<file path="config.mk">
export PLATFORM = sky130hd
export DESIGN_NAME = aso_arcsin
export DESIGN_NICKNAME = d
export VERILOG_FILES = /design/src/rtl/aso_pkg.sv /design/src/rtl/mul_shr.sv /design/src/rtl/aso_arcsin.sv
export SDC_FILE = /design/constraint.sdc
export NUM_CORES = 1
export LEC_CHECK = 0
export CORE_MARGIN = 3
export CORE_UTILIZATION = 66
export DETAILED_ROUTE_END_ITERATION = 12
export GPL_ROUTABILITY_DRIVEN = 0
export MAX_ROUTING_LAYER = met4
export PLACE_DENSITY = 0.84
export SYNTH_ARGS = -nofsm -noshare
export SYNTH_HDL_FRONTEND = slang
export SYNTH_SLANG_ARGS = --single-unit
</file>
<file path="constraint.sdc">
create_clock -name clk -period 11.16 [get_ports clk]
set_clock_uncertainty 0.1 [all_clocks]
set_input_delay 2.79 -clock clk [delete_from_list [all_inputs] [get_ports clk]]
set_output_delay 2.79 -clock clk [all_outputs]
set_load 0.02 [all_outputs]
</file>
<file path="src/rtl/aso_pkg.sv">
// Shared widths, default coefficients and sample types for the arcsine approximator.
package aso_pkg;

   localparam int unsigned Z_W    = 11;
   localparam int unsigned P_W    = 12;
   localparam int unsigned FRAC   = 10;
   localparam int unsigned DEF_C3 = 171;
   localparam int unsigned DEF_C5 = 77;

   typedef logic signed [Z_W-1:0] z_t;
   typedef logic signed [P_W-1:0] p_t;

endpackage

</file>
<file path="src/rtl/mul_shr.sv">
// Full-precision multiply of two optionally signed operands, then arithmetic >> FRAC.
module mul_shr
   import aso_pkg::*;
#(
   parameter int unsigned AW       = 11,
   parameter int unsigned BW       = 11,
   parameter int unsigned OW       = 11,
   parameter bit          A_SIGNED = 1'b1,
   parameter bit          B_SIGNED = 1'b1
) (
   input  logic [AW-1:0] a,
   input  logic [BW-1:0] b,
   output logic [OW-1:0] y
);

   localparam int unsigned PW = AW + BW + 2;

   logic signed [AW:0]    a_x;
   logic signed [BW:0]    b_x;
   logic signed [PW-1:0]  prod;

   // One guard bit lets signed and unsigned operands share a signed multiplier.
   assign a_x  = A_SIGNED ? $signed({a[AW-1], a}) : $signed({1'b0, a});
   assign b_x  = B_SIGNED ? $signed({b[BW-1], b}) : $signed({1'b0, b});
   assign prod = PW'(a_x) * PW'(b_x);
   assign y    = OW'(prod >>> FRAC);

endmodule

</file>
<file path="src/rtl/aso_arcsin.sv">
// Three-stage pipelined arcsine: p = z + z^3 * (C3 + C5 * z^2), Q0.10 in, Q1.10 out.
module aso_arcsin
   import aso_pkg::*;
#(
   parameter int unsigned C3 = DEF_C3,
   parameter int unsigned C5 = DEF_C5
) (
   input  logic clk,
   input  logic rst,
   input  z_t   z,
   output p_t   p
);

   localparam logic [9:0] C3_Q = 10'(C3);
   localparam logic [9:0] C5_Q = 10'(C5);

   z_t          z1, z2;
   logic [10:0] w_next, w1;
   logic [9:0]  c5w;
   logic [8:0]  t;
   logic [7:0]  s_next, s2;
   logic [11:0] zs;
   p_t          p_next;

   mul_shr #(
      .AW(Z_W), .BW(Z_W), .OW(11), .A_SIGNED(1'b1), .B_SIGNED(1'b1)
   ) u_zz (
      .a(z), .b(z), .y(w_next)
   );

   mul_shr #(
      .AW(10), .BW(11), .OW(10), .A_SIGNED(1'b0), .B_SIGNED(1'b0)
   ) u_c5w (
      .a(C5_Q), .b(w1), .y(c5w)
   );

   assign t = 9'(C3_Q + c5w);

   mul_shr #(
      .AW(11), .BW(9), .OW(8), .A_SIGNED(1'b0), .B_SIGNED(1'b0)
   ) u_ws (
      .a(w1), .b(t), .y(s_next)
   );

   mul_shr #(
      .AW(Z_W), .BW(8), .OW(P_W), .A_SIGNED(1'b1), .B_SIGNED(1'b0)
   ) u_zs (
      .a(z2), .b(s2), .y(zs)
   );

   assign p_next = p_t'(z2) + p_t'(zs);

   always_ff @(posedge clk or posedge rst) begin
      if (rst) begin
         z1 <= '0;
         w1 <= '0;
         z2 <= '0;
         s2 <= '0;
         p  <= '0;
      end else begin
         z1 <= z;
         w1 <= w_next;
         z2 <= z1;
         s2 <= s_next;
         p  <= p_next;
      end
   end

endmodule

</file>
==> metrics.md <==
| Metric | Value |
|---|---|
| Status | finished, final reports clean |
| Maximum buffer depth of the clock tree | 2 |
| Mapped Area | 12700 um2 |
| Hold buffer count at cts | 0 |
| Post-synth top area share | 38.6% |
| Largest incremental delay on the critical path | 0.76 ns |
| Fin Hold WS | 0.249 ns |
| Normalized max-slew margin | 32.9% |
| Total of endpoints with negative setup slack in the final report | 0 |
| DRC | 0 |
| CTS tree | done |
| Largest fanout on the critical path | 13 |
| Sequential fraction of the synthesis area | 10.4% |
| Arrival @ worst endpoint | 10.49 ns |
| Area of the core | 18800 um2 |
| Layout net count | 1744 |
| Register bit count reported by yosys | 53 |
| Total Neg Setup Slack | 0 ns |
| H-Tree Level Count | 2 |
| Port buffer count | 24 |
| Clock insertion delay at the later pin of the skew report | 0.31 ns |
| Global-route wire length before repair | 42700 um |
| Async SR Flop Fraction | 100% |
| GRT Resource Usage Total | 26.2% |
| Worst slew pin tran | 0.999 ns |
| Number of antenna violations at the first check in global routing | 0 |
| Average footprint of a synthesized cell | 9.58 um2 |
| Number of violations reported at the end of detailed-routing iteration 0 | 405 |
| Utilization of the core after routing | 70.7% |
| Worst reg-to-reg setup slack | 0.76 ns |
| Cts repair resizes | 0 |
| Final Max Tran Viols | 0 |
| Gr ovfl total | 0 |
| Synth area leader | sky130_fd_sc_hd__fa_1 |
| Fraction of final layout cells with drive strength greater than 1 | 2.49% |
| Unrepaired setup endpoints after global routing | no |
| Cell with the most instances after synthesis | sky130_fd_sc_hd__inv_1 |
| Detailed placer's ending HPWL | 20400 um |
| Dominant cell type by count on the critical path | sky130_fd_sc_hd__fa_1 |
| Number of global-route vias before repair | 9484 |
| Critical Path RT | 11.25 ns |
| Per-cell via count in the routed design | 5.46 |
| Most used standard cells in the synthesized netlist | sky130_fd_sc_hd__inv_1, sky130_fd_sc_hd__fa_1, sky130_fd_sc_hd__ha_1 |
| Crit end category | flop |
| Instance count along the most critical hold path | 0 |
| Max-cap violation count | 0 |
| Starting Density | 67.5% |
| Number of clock sinks | 53 |
| Wire length reported by the detailed router | 24300 um |
| Number of buffers inserted to repair setup after CTS | 0 |
| Top Ports | 25 |
| R2R depth | 36 |
| Final number of hold-violating endpoints | 0 |
| Cell area after placement | 13200 um2 |
| Class of the most critical hold timing path | flop to flop |
| Final non-filler cell area | 13300 um2 |
| Syn-to-layout area delta | 4.73% |
| Max Clock Freq | 0.0961 GHz |
| Worst reg2reg path startpoint | w1[4] |
| Most used flip-flop cell after synthesis | sky130_fd_sc_hd__dfrtp_1 |
| Die X-Extent | 145 um |
| Total clock buffers created by CTS | 5 |
| Number of distinct library cells after synthesis | 62 |
| Endpoint of the worst hold path | z2[8] |
| EDFF count, synth | 0 |
| Capturing point of the worst reg2reg path | s2[7] |
| Vias after detailed routing | 8668 |
| Synth warnings | 0 |
| Pin count of the biggest net entering global routing | 54 |
| WL per Instance | 15.3 um |
| Origin of the worst min-delay path | z1[8] |
| Startpoint-to-endpoint class of the critical path | flop to flop |
| Area contributors post-synth | sky130_fd_sc_hd__fa_1, sky130_fd_sc_hd__ha_1, sky130_fd_sc_hd__dfrtp_1 |
| Startpoint kind of the worst setup timing path | flop |
| Y dimension of the die | 145 um |
| Clock period minus final worst setup slack | 10.40 ns |
| Net count after synthesis | 1746 |
| Instance count of the mapped netlist | 1328 |
| TritonRoute pass-1 iters | 5 |
| Root Buffer Master | sky130_fd_sc_hd__clkbuf_16 |
| Library cell contributing the largest single delay on the critical path | sky130_fd_sc_hd__nor4_1 |
| Die area | 21000 um2 |
| Clock-pin slew reported for the worst setup and hold paths after clock tree synthesis | 0.08 ns |
| Row cnt | 50 |
| Antenna fix cells | 0 |
| Share of the cycle needed by the critical path after routing | 93.2% |
| Count of nets left with antenna violations after detail routing | 0 |
## layout make-up
cell class                      count  area (um2)
Inverter                          325        1220
Timing Repair Buffer               28         270
Clock buffer                        5         125
Clock inverter                      3        26.3
Multi-Input combinational cell    913       10000
Sequential cell                    53        1330
Tap cell                          260         325
Fill cell                        1336        5510
## through the flow
step / cells / setup WS [ns]
finish: 1587 / 0.759
global placement: 1579 / 1.51
floorplan: 1328 / 1.98
global route: 1587 / 0.169
detailed placement: 1579 / 0.952
CTS: 1587 / 0.858
## state kept, by name (all words and copies together), names as in the netlist
name	cells
w1	11
z1	11
z2	11
p	12
s2	8
## layout by cell type (no fill, tap or decap), drive strengths merged, types with 10 or more instances in the layout
cell / instances
o21ai: 23
nand2: 99
a21oi: 26
clkdlybuf4s50: 24
nand2b: 21
fa: 245
nor2b: 18
nor2: 43
ha: 160
inv: 326
xor2: 15
xnor2: 45
and2: 126
dfrtp: 53
a21o: 10
nor3: 13
## layer usage
| layer | up-vias | global-route usage [%] | share of wire (%) |
|---|---|---|---|
| li1 | 3984 | - | - |
| met1 | 4435 | 31.6 | 40 |
| met2 | 192 | 46.4 | 54 |
| met3 | 57 | 3.75 | 3.9 |
| met4 | 0 | 7.12 | 2.4 |
| met5 | - | - | 0 |
## cell families after synthesis
kind of cell | after synthesis | synth area share [%]
buf+inv | 362 | 10.7
simple gates | 346 | 14.3
xor+xnor | 61 | 4.31
mux | 1 | 0.0885
flops | 53 | 10.4
fa+ha+maj | 406 | 54.4
compound gates | 99 | 5.74
## critical path, delay by kind of cell, from the launching register on
kind            cells  cell delay (ns)
compound gates      6             1.19
xor+xnor            4             1.21
fa+ha+maj          11             4.33
buf+inv             5             0.25
flops               1             0.65
mux                 1             0.31
simple gates        9             2.21
## worst max-delay path by stage
stage / start / end / slack, ns
after floorplan: w1[5] / s2[7] / 1.98
after global placement: w1[5] / s2[7] / 1.51
after detailed placement: w1[5] / s2[7] / 0.95
after CTS: w1[5] / s2[7] / 0.86
after global routing: w1[5] / s2[7] / 0.17
final: w1[4] / s2[7] / 0.76
Power is not shown: default switching activity piles up to over one toggle a cycle in this logic, so the estimate is an artifact.
